$ cat src/rtl/spi_frame_receiver.sv
// SPI mode-0 slave front end: oversamples the SPI pins and turns 16-bit frames
// into a {rw, addr} command with a write-data byte or a read-back byte on MISO.
module spi_frame_receiver #(
    parameter int SYNC_STAGES = 2
) (
    input  logic       clk,
    input  logic       rst,
    input  logic       sclk,
    input  logic       csN,
    input  logic       mosi,
    output logic       miso,
    output logic [3:0] addrBus,
    output logic       addrSel,
    output logic       wrEn,
    output logic [7:0] dataOut,
    input  logic [7:0] readData,
    output logic       frameErr,
    output logic       busy
);

    // state | meaning
    // IDLE  | waiting for a csN falling edge
    // CMD   | shifting in the command byte
    // DATA  | shifting the data byte in (write) or out (read)
    // DONE  | frame complete, extra bits ignored until csN rises
    typedef enum logic [1:0] {IDLE, CMD, DATA, DONE} state_t;

    logic [SYNC_STAGES-1:0] sclk_sync_q, cs_sync_q, mosi_sync_q, fill_q;
    logic                   sclk_prev_q, cs_prev_q, armed_q;
    logic                   sclk_s, cs_s, mosi_s;
    logic                   sclk_rise, sclk_fall, cs_rise, cs_fall;

    assign sclk_s = sclk_sync_q[SYNC_STAGES-1];
    assign cs_s   = cs_sync_q[SYNC_STAGES-1];
    assign mosi_s = mosi_sync_q[SYNC_STAGES-1];

    // A frame may only start after csN has been seen high with a real pin
    // sample, so a frame cut short by reset is never picked up halfway.
    always_ff @(posedge clk) begin
        if (rst) begin
            sclk_sync_q <= '0;
            cs_sync_q   <= '1;
            mosi_sync_q <= '0;
            fill_q      <= '0;
            sclk_prev_q <= 1'b0;
            cs_prev_q   <= 1'b1;
            armed_q     <= 1'b0;
        end else begin
            sclk_sync_q <= {sclk_sync_q[SYNC_STAGES-2:0], sclk};
            cs_sync_q   <= {cs_sync_q[SYNC_STAGES-2:0], csN};
            mosi_sync_q <= {mosi_sync_q[SYNC_STAGES-2:0], mosi};
            fill_q      <= {fill_q[SYNC_STAGES-2:0], 1'b1};
            sclk_prev_q <= sclk_s;
            cs_prev_q   <= cs_s;
            armed_q     <= armed_q | (fill_q[SYNC_STAGES-1] & cs_s);
        end
    end

    assign sclk_rise = sclk_s & ~sclk_prev_q;
    assign sclk_fall = ~sclk_s & sclk_prev_q;
    assign cs_rise   = cs_s & ~cs_prev_q;
    assign cs_fall   = armed_q & ~cs_s & cs_prev_q;

    state_t     state_q, state_d;
    logic [4:0] bit_cnt_q, bit_cnt_d;
    logic [7:0] shift_q, shift_d;
    logic [7:0] tx_q, tx_d;
    logic [7:0] data_q, data_d;
    logic [3:0] addr_q, addr_d;
    logic       rw_q, rw_d;
    logic       tx_active_q, tx_active_d;
    logic       load_tx_q, load_tx_d;
    logic       addr_sel_q, addr_sel_d;
    logic       wr_en_q, wr_en_d;
    logic       frame_err_q, frame_err_d;

    always_ff @(posedge clk) begin
        if (rst) begin
            state_q     <= IDLE;
            bit_cnt_q   <= '0;
            shift_q     <= '0;
            tx_q        <= '0;
            data_q      <= '0;
            addr_q      <= '0;
            rw_q        <= 1'b0;
            tx_active_q <= 1'b0;
            load_tx_q   <= 1'b0;
            addr_sel_q  <= 1'b0;
            wr_en_q     <= 1'b0;
            frame_err_q <= 1'b0;
        end else begin
            state_q     <= state_d;
            bit_cnt_q   <= bit_cnt_d;
            shift_q     <= shift_d;
            tx_q        <= tx_d;
            data_q      <= data_d;
            addr_q      <= addr_d;
            rw_q        <= rw_d;
            tx_active_q <= tx_active_d;
            load_tx_q   <= load_tx_d;
            addr_sel_q  <= addr_sel_d;
            wr_en_q     <= wr_en_d;
            frame_err_q <= frame_err_d;
        end
    end

    always_comb begin
        state_d     = state_q;
        bit_cnt_d   = bit_cnt_q;
        shift_d     = shift_q;
        tx_d        = tx_q;
        data_d      = data_q;
        addr_d      = addr_q;
        rw_d        = rw_q;
        tx_active_d = tx_active_q;
        load_tx_d   = 1'b0;
        addr_sel_d  = 1'b0;
        wr_en_d     = 1'b0;
        frame_err_d = 1'b0;

        // readData is sampled while the decoder still sees the read addrSel.
        if (load_tx_q) begin
            tx_d        = readData;
            tx_active_d = 1'b1;
        end

        case (state_q)
            IDLE: begin
                tx_active_d = 1'b0;
                if (cs_fall) begin
                    state_d   = CMD;
                    bit_cnt_d = '0;
                end
            end
            CMD: begin
                if (cs_rise) begin
                    state_d     = IDLE;
                    frame_err_d = 1'b1;
                end else if (sclk_rise) begin
                    shift_d   = {shift_q[6:0], mosi_s};
                    bit_cnt_d = bit_cnt_q + 5'd1;
                    if (bit_cnt_q == 5'd7) begin
                        addr_d  = {shift_q[2:0], mosi_s};
                        rw_d    = shift_q[6];
                        state_d = DATA;
                        if (!shift_q[6]) begin
                            addr_sel_d = 1'b1;
                            load_tx_d  = 1'b1;
                        end
                    end
                end
            end
            DATA: begin
                if (cs_rise) begin
                    state_d     = IDLE;
                    frame_err_d = 1'b1;
                    tx_active_d = 1'b0;
                end else if (sclk_rise) begin
                    shift_d   = {shift_q[6:0], mosi_s};
                    bit_cnt_d = bit_cnt_q + 5'd1;
                    if (bit_cnt_q == 5'd15) begin
                        state_d     = DONE;
                        tx_active_d = 1'b0;
                        if (rw_q) begin
                            data_d     = {shift_q[6:0], mosi_s};
                            wr_en_d    = 1'b1;
                            addr_sel_d = 1'b1;
                        end
                    end
                end else if (sclk_fall && tx_active_q &&
                             bit_cnt_q >= 5'd9 && bit_cnt_q <= 5'd15) begin
                    tx_d = {tx_q[6:0], 1'b0};
                end
            end
            DONE: begin
                tx_active_d = 1'b0;
                if (cs_rise) state_d = IDLE;
            end
            default: state_d = IDLE;
        endcase
    end

    assign miso     = tx_active_q & tx_q[7];
    assign addrBus  = addr_q;
    assign addrSel  = addr_sel_q;
    assign wrEn     = wr_en_q;
    assign dataOut  = data_q;
    assign frameErr = frame_err_q;
    assign busy     = (state_q != IDLE);

endmodule
$ cat config.mk
export PLATFORM = sky130hd
export DESIGN_NAME = spi_frame_receiver
export DESIGN_NICKNAME = d
export VERILOG_FILES = /design/src/rtl/spi_frame_receiver.sv
export SDC_FILE = /design/constraint.sdc
export NUM_CORES = 1
export LEC_CHECK = 0
export CAP_MARGIN = 25
export CORE_MARGIN = 5
export CORE_UTILIZATION = 48
export CTS_CLUSTER_DIAMETER = 30
export DETAILED_ROUTE_END_ITERATION = 7
export GPL_ROUTABILITY_DRIVEN = 0
export PLACE_DENSITY_LB_ADDON = 0.1
export SETUP_SLACK_MARGIN = 0.15
export SLEW_MARGIN = 10
export SYNTH_ARGS = -nofsm -noshare
export SYNTH_HDL_FRONTEND = slang
export SYNTH_SLANG_ARGS = --single-unit
$ cat constraint.sdc
create_clock -name clk -period 1.8 [get_ports clk]
set_clock_uncertainty 0.2 [all_clocks]
set_input_delay 0.54 -clock clk [delete_from_list [all_inputs] [get_ports clk]]
set_output_delay 0.54 -clock clk [all_outputs]
set_load 0.1 [all_outputs]
Word-level counts from Yosys, hierarchy flattened
Index checks and enable logic that the tools add are counted.

Muxes and demuxes: 34. Equality and inequality tests: 13. Bitwise logic cells: 16. Order comparisons: 2. $add $sub $neg: 1. Reductions and logical operators: 16.

Operators with widths (number): 8-bit 2-to-1 mux (5); 2-bit 2-to-1 mux (8); 5-bit 2-to-1 mux (3); 1-bit 2-to-1 mux (14); 3-bit inequality test, second input constant (4); 5-bit case mux with 2 select lines (1); 2-bit OR reduction (5); 1-bit NOT (8); 2-bit case mux with 4 select lines (1); 4-bit AND reduction (2); 1-bit bitwise AND (7); 2-bit inequality test, second input constant (3); 6-bit AND reduction (1); 5-bit by 1-bit adder with 5-bit output, second input constant (1); 5-bit by 3-bit equality test with 1-bit output, second input constant (1); 5-bit by 4-bit equality test with 1-bit output, second input constant (1); 5-bit by 4-bit greater-or-equal comparator with 1-bit output, second input constant (1); 5-bit by 4-bit less-or-equal comparator with 1-bit output, second input constant (1); 5-bit AND reduction (1); 2-bit equality test, second input constant (2); 1-bit case mux with 2 select lines (2); 2-bit nonzero test (2); 1-bit logical AND (3); 3-bit AND reduction (1); other kinds (4) (4).

Input bits: 13. Bits in registers: 51. Logic and storage cells: 102.

Longest topological paths before layout
Gate-level depths: netlist (run 1).

Depth in word-level cells: 9. Depth in mapped cells: 7. Depth with buffers taken out: 7.

Least setup slack after synthesis (run 1)
Ideal clock, no wire load.

Path type: register -> register. Start point: register state_q[0]. End point: register bit_cnt_q[3]. Clock period less this slack: 2.407 ns. Path buffers: 0. Setup slack: -0.607 ns. Arrival: 2.137 ns. Stages on the path, launching flop included: 7. Cell sequence: dfxtp_1 -> inv_1 -> ha_1 -> inv_1 -> nor2_1 -> or4_1 -> a21oi_1.

Longest elaborated chain between the ends: 4. Elaborated cells between the ends (all ways): 10.

Ends and longest elaborated chain: start, declared (line 64) `state_t state_q, state_d;`; start signal, assigned (line 92) `state_q <= state_d;`; 2-bit equality test or 2-bit by 1-bit equality test with 1-bit output (tied branches) (line 127) `case (state_q)`; 2-bit OR reduction (no source line); 2-bit inequality test (no source line), or another cell as far along; 4-bit AND reduction (no source line); end signal, assigned (line 93) `bit_cnt_q <= bit_cnt_d;`; end, declared (line 65) `logic [4:0] bit_cnt_q, bit_cnt_d;`.

Parallel ways exist; a longest one is shown, timed or not. A chain may end at the register's enable or synchronous reset.

Final worst setup path (run 1)
Start point: register state_q[0]. End point: register state_q[0].

Longest elaborated chain between the ends: 3. Elaborated cells between the ends (all ways): 12.

Ends and longest elaborated chain (line): 2-bit equality test, or another cell as far along (127); 3-bit inequality test (no source line) or 2-bit inequality test (tied branches); 6-bit AND reduction (no source line).

Parallel ways exist; a longest one is shown, timed or not.

==> flow_summary.json, run 1 <==
{
  "status": "complete, but fails checks",
  "violations": "negative setup slack",
  "crit_buf_inv": 1,
  "track_usage_pct": 18.8,
  "drt-initial-drc-count": 127,
  "crit_type": "register to register",
  "cp-startpoint": "state_q[0]$_SDFFE_PP0P_",
  "synthCells": 224,
  "hold_path.class": "register to register",
  "cts_buffers": 5,
  "rsz0062_at_grt": "true",
  "peakVddDrop_v": 0.000594,
  "final_util_pct": 81.8,
  "worstPathRequired_ps": 1810,
  "firstDrtPassIters": 4,
  "antenna_found_initial": 0,
  "synth_edf_count": 0,
  "finalSetupViolations": 13,
  "final_common_cell": "dfxtp_1",
  "slowest_delay_ps": 350,
  "fillers": 244,
  "h-tree-depth": 2,
  "synth.ff_latch_count": 51,
  "hold_depth": 1,
  "holdBufCountCts": 0,
  "yosys_warnings": 0,
  "io_buffers": 29,
  "arrival_ps": 1960,
  "layout_setup_ws_ps": -155,
  "clock_sinks": 51,
  "r2r_start": "state_q[0]$_SDFFE_PP0P_",
  "grt_use_met1_pct": 23.5,
  "netlist_area_mm2": 0.00217,
  "leakagePower_nw": 1.50,
  "core_mm2": 0.00435,
  "fin_setup_tns_ps": -917,
  "clock_latency_ps": 310,
  "critPathCapture": "state_q[0]$_SDFFE_PP0P_",
  "detail_route.wl_per_cell_um": 17.9,
  "min_period_ps": 1960,
  "cts.path.max_buffers": 2,
  "grt_remaining_overflow": 0,
  "clk_pin_slew_ps": 100,
  "hold_violations": 0,
  "rr_endpoint": "state_q[0]$_SDFFE_PP0P_",
  "total_power_mw": 2.87,
  "drive_gt1_share_pct": 52.2,
  "critPathTopFamily": "compound AO/OA/AOI/OAI gates",
  "max-slew-margin-rel_pct": 65.1,
  "synth_flop_cell": "dfxtp_1",
  "synth_cell_types": 41,
  "layout.cells.non_filler": 343,
  "use_met2_pct": 30.8,
  "drv_cap": 0,
  "synth.avg_cell_area_um2": 9.67,
  "final_cell_mix": "dfxtp_1, buf_4, mux2i_1, buf_12, nor2_1",
  "routed_wl_mm": 6.14,
  "first_global_vias": 1941,
  "drc_errors": 0,
  "cts_tree": "done",
  "syn_to_final_growth_pct": 64.4,
  "ios": 30,
  "fp.dieW_um": 77.2,
  "fmax_ghz": 0.511,
  "nNetsFinal": 311,
  "dieArea_mm2": 0.00596,
  "synth_fp_nets": 245,
  "cp_num_cells": 6,
  "pre_cts_slack_ps": -274,
  "use_met3_pct": 4.45,
  "tightest_slew_ps": 523,
  "finalCritPeriodShare_pct": 109,
  "grt_busiest_layer": "met2",
  "antenna_left": 0,
  "grt_max_degree": 16,
  "crit_chain": "buf_4, ha_1, nor2_1, o21ai_1, a32oi_2, mux2_4",
  "start_util_pct": 49.7,
  "yosysSeqAreaShare_pct": 47.1,
  "r2r_setup_slack_ps": -160,
  "r2r_cells": 6,
  "synthArstFlopShare_pct": 0,
  "dr_total_vias": 1939,
  "dpl.hpwl_mm": 3.42,
  "finalMaxSlewViolations": 0,
  "critPathSlowestCell": "dfxtp_2",
  "die_h_um": 77.2,
  "rows": 24,
  "power_density_mw_per_mm2": 806,
  "num_antenna_cells": 0,
  "grt_pass1_wl_mm": 9.14,
  "cts_root_buffer": "clkbuf_8",
  "critPathMaxFanout": 2,
  "cp-end-kind": "register",
  "vias_per_cell": 5.65,
  "start_kind": "register",
  "dp.cells": 318
}
flip-flops by register name, summed over array words and instances (netlist names), 2 cells and up:
signal / count
dataOut: 8
tx_q: 8
shift_q: 7
bit_cnt_q: 5
addrBus: 4
cs_sync_q: 2
fill_q: 2
mosi_sync_q: 2
sclk_sync_q: 2
state_q: 2
synth_stat cells, drive strengths merged, types with 3 or more instances:
library cell | instances | area share (%)
a21oi | 15 | 3.5
mux2i | 21 | 9.7
o311a | 7 | 3.2
or2 | 3 | 0.87
nor2 | 23 | 4.0
or4 | 3 | 1.0
nand4 | 4 | 1.7
and3 | 4 | 1.2
nor3 | 3 | 0.69
ha | 8 | 4.6
clkbuf | 5 | 0.87
buf | 6 | 1.9
nor2b | 8 | 2.3
inv | 9 | 1.6
dfxtp | 51 | 47
nand2 | 18 | 3.1
o21ai | 11 | 2.5
worst min-delay path by stage:
stage / start / end / slack, ps
6_report: cs_sync_q[0]$_SDFF_PP1_ / cs_sync_q[1]$_SDFF_PP1_ / 210
5_1_grt: cs_sync_q[0]$_SDFF_PP1_ / cs_sync_q[1]$_SDFF_PP1_ / 250
4_1_cts: cs_sync_q[0]$_SDFF_PP1_ / cs_sync_q[1]$_SDFF_PP1_ / 210
3_5_place_dp: cs_sync_q[0]$_SDFF_PP1_ / cs_sync_q[1]$_SDFF_PP1_ / 190
3_3_place_gp: cs_sync_q[0]$_SDFF_PP1_ / cs_sync_q[1]$_SDFF_PP1_ / 190
2_1_floorplan: cs_sync_q[0]$_SDFF_PP1_ / cs_sync_q[1]$_SDFF_PP1_ / 190
stage by stage:
stage | cell area (µm²) | hold WS (ps)
2_1_floorplan | 2250 | 189
3_5_place_dp | 2920 | 194
5_1_grt | 3560 | 253
4_1_cts | 3340 | 213
3_3_place_gp | 2920 | 191
6_report | 3560 | 215
routing by layer:
| metal | vias up | routed length [µm] |
|---|---|---|
| li1 | 927 | - |
| met1 | 938 | 2600 |
| met2 | 57 | 3080 |
| met3 | 17 | 311 |
| met4 | 0 | 149 |
| met5 | - | 0 |
worst reg2reg max path, delay by kind of cell (launching register included):
family	cells	cell delay, ps
AOI/OAI and AO/OA	2	460
adders and majority gates	1	230
buffers and inverters	1	130
DFF	1	350
muxes	1	320
and+or+nand+nor	1	170
final cells by class:
class                      instances  area (µm²)  area share (%)
multi-input combinational        154        1430            40.2
tap                               52        65.1            1.83
timing repair buffer              69         870            24.4
clock inverter                     1        8.76           0.246
inverter                           9        48.8            1.37
clock buffer                       7        86.3            2.42
sequential                        51        1050            29.5
kinds of logic (layout without fill, tap and decap cells):
group           count (synthesis)  after routing  share of synthesized area [%]
fa+ha+maj                       8              8                           4.62
buf+inv                        20             86                           4.33
compound gates                 44             45                           14.2
simple gates                   79             79                           19.5
flops                          51             51                           47.1
mux                            22             22                           10.2
power breakdown:
part / total [mW] / switching, mW / internal (mW)
combinational: 0.980 / 0.481 / 0.499
clock: 0.699 / 0.384 / 0.316
sequential: 1.19 / 0.0292 / 1.16
repair_timing:
| item | CTS | global route |
|---|---|---|
| hold endpoints to repair | 0 | 0 |
| gates resized for setup | 57 | 46 |
| pin swaps | 23 | 32 |
| buffers inserted | 10 | 5 |
| setup endpoints to repair | 32 | 40 |
| gates cloned | 2 | 0 |
Power figures use the tool's default switching activity.
==> run 2: changes to the inputs <==
--- a/config.mk
+++ b/config.mk
@@ -7,9 +7,10 @@
 export LEC_CHECK = 0
 export CAP_MARGIN = 25
 export CORE_MARGIN = 5
-export CORE_UTILIZATION = 48
+export CORE_UTILIZATION = 55
 export CTS_CLUSTER_DIAMETER = 30
 export DETAILED_ROUTE_END_ITERATION = 7
+export DONT_BUFFER_PORTS = 1
 export GPL_ROUTABILITY_DRIVEN = 0
 export PLACE_DENSITY_LB_ADDON = 0.1
 export SETUP_SLACK_MARGIN = 0.15
==> constraint.sdc (replaced) <==
create_clock -name clk -period 2.1 [get_ports clk]
set_clock_uncertainty 0.2 [all_clocks]
set_input_delay 0.63 -clock clk [delete_from_list [all_inputs] [get_ports clk]]
set_output_delay 0.63 -clock clk [all_outputs]
set_load 0.1 [all_outputs]
==> run 2 against run 1 <==
Effect of this change: worst hold slack lost 23 ps; sequential share of layout area grew 9.2 points; core utilization shrank 10 points; final area shrank 25%; clock-buffer cell count shrank 1; the flow now finishes without violations; largest cell class unchanged; combinational power shrank 51%; critical path type is now register to output pin; critical path depth shrank 2; power shrank 23%; clock power grew 3.0%.
==> flow_summary.json, run 2 (synthesis results as in run 1) <==
{
  "crit_buf_inv": 3,
  "nNetsFinal": 272,
  "crit_chain": "inv_4, ha_4, clkinvlp_4, buf_12",
  "cts_root_buffer": "clkbuf_8",
  "final_common_cell": "dfxtp_1",
  "dpl_cell_area_mm2": 0.00236,
  "hold_depth": 1,
  "fp.dieW_um": 72.8,
  "rows": 22,
  "arrival_ps": 1170,
  "drive_gt1_share_pct": 28.6,
  "cp-end-kind": "output pin",
  "holdBufCountCts": 0,
  "core_mm2": 0.00374,
  "dieArea_mm2": 0.00529,
  "cts_buffers": 5,
  "leakagePower_nw": 1.11,
  "fmax_ghz": 0.501,
  "status": "complete, no violations",
  "routed_wl_mm": 5.05,
  "dr_total_vias": 1780,
  "hold_violations": 0,
  "antenna_left": 0,
  "whs_endpoint": "wrEn$_SDFF_PP0_",
  "tightest_slew_ps": 493,
  "finalSetupViolations": 0,
  "clock_sinks": 51,
  "final_area_mm2": 0.00267,
  "first_global_vias": 1637,
  "cts_tree": "done",
  "final_util_pct": 71.4,
  "start_util_pct": 57.9,
  "min_period_ps": 2000,
  "power_density_mw_per_mm2": 831,
  "r2r_setup_slack_ps": 130,
  "grt_pass1_wl_mm": 7.86,
  "detail_route.wl_per_cell_um": 16.8,
  "fin_setup_tns_ps": 0,
  "hold_path.class": "input port to register",
  "critPathTopFamily": "flip-flops",
  "drv_cap": 0,
  "dpl.hpwl_mm": 3.17,
  "crit_type": "register to output pin",
  "slowest_delay_ps": 360,
  "grt_remaining_overflow": 0,
  "clk_pin_slew_ps": 100,
  "syn_to_final_growth_pct": 23.5,
  "firstDrtPassIters": 4,
  "rsz0062_at_grt": "true",
  "start_kind": "register",
  "fillers": 302,
  "io_buffers": 0,
  "track_usage_pct": 19.0,
  "critPathMaxFanout": 3,
  "r2r_cells": 7,
  "antenna_found_initial": 0,
  "cts.path.max_buffers": 2,
  "peakVddDrop_v": 0.000723,
  "drt-initial-drc-count": 166,
  "vias_per_cell": 5.93,
  "worstPathRequired_ps": 1270,
  "ios": 30,
  "hold_ws_ps": 191,
  "critPathSlowestCell": "dfxtp_4",
  "rr_endpoint": "state_q[0]$_SDFFE_PP0P_",
  "drc_errors": 0,
  "r2r_start": "state_q[1]$_SDFFE_PP0P_",
  "min_from": "rst",
  "total_power_mw": 2.22,
  "finalMaxSlewViolations": 0,
  "final_cell_mix": "dfxtp_1, buf_4, nor2_1, mux2i_1, nand2_1",
  "grt_max_degree": 42,
  "max-slew-margin-rel_pct": 67.1,
  "num_antenna_cells": 0,
  "h-tree-depth": 2,
  "finalCritPeriodShare_pct": 95.1,
  "die_h_um": 72.8,
  "clock_latency_ps": 310
}
run 2: cell count changes in the layout (fill, tap and decap cells not counted), moves of 5 or more:
cell | before | now
buf_12 | 20 | 1
o21ai_2 | 5 | 0
dfxtp_1 | 32 | 46
dfxtp_2 | 17 | 2
buf_6 | 13 | 2
nand2_4 | 7 | 1
a21oi_1 | 6 | 13
a21oi_2 | 8 | 2
nand2_1 | 9 | 17
clkdlybuf4s50_1 | 11 | 0
run 2: area by class of cell:
class | instances | area (µm²) | area share [%]
Clock buffer | 6 | 82.6 | 3.09
Inverter | 9 | 40.0 | 1.50
Multi-Input combinational cell | 154 | 1170 | 43.8
Sequential cell | 51 | 1030 | 38.7
Timing Repair Buffer | 30 | 245 | 9.17
Clock inverter | 2 | 38.8 | 1.45
Tap cell | 48 | 60.1 | 2.25
run 2: power breakdown:
group,switching [mW],internal (mW),total (mW)
clock,0.327,0.392,0.720
combinational,0.274,0.206,0.480
sequential,0.0239,0.998,1.02
total,0.625,1.60,2.22
run 2: worst max path at each step:
| stage | startpoint | to | slack [ps] | depth (start not counted) |
|---|---|---|---|---|
| floorplan | state_q[1]$_SDFFE_PP0P_ | bit_cnt_q[3]$_SDFFE_PP0P_ | 150 | 6 |
| global placement | bit_cnt_q[1]$_SDFFE_PP0P_ | state_q[0]$_SDFFE_PP0P_ | 100 | 7 |
| detailed placement | bit_cnt_q[1]$_SDFFE_PP0P_ | state_q[0]$_SDFFE_PP0P_ | -20 | 7 |
| CTS | state_q[0]$_SDFFE_PP0P_ | busy | 100 | 4 |
| global route | state_q[0]$_SDFFE_PP0P_ | busy | 60 | 4 |
| finish | state_q[0]$_SDFFE_PP0P_ | busy | 100 | 4 |
run 2: stage by stage:
stage,instances,setup slack (ps)
after global routing,300,57.8
after floorplan,224,148
after detailed placement,282,-22.6
final,300,103
after global placement,282,104
after CTS,297,99.8
run 2: per-layer routing:
metal | vias to the layer above | GRT usage [%] | share of wire [%]
li1 | 847 | - | -
met1 | 854 | 23.2 | 42
met2 | 66 | 32.6 | 50
met3 | 13 | 4.96 | 6.2
met4 | 0 | 5.74 | 1.8
met5 | - | 0 | 0
run 2: timing repair:
action	CTS	global route
endpoints found under the setup margin	11	20
resized for setup	19	15
gates cloned	0	1
pin swaps	4	5
buffers inserted	7	2
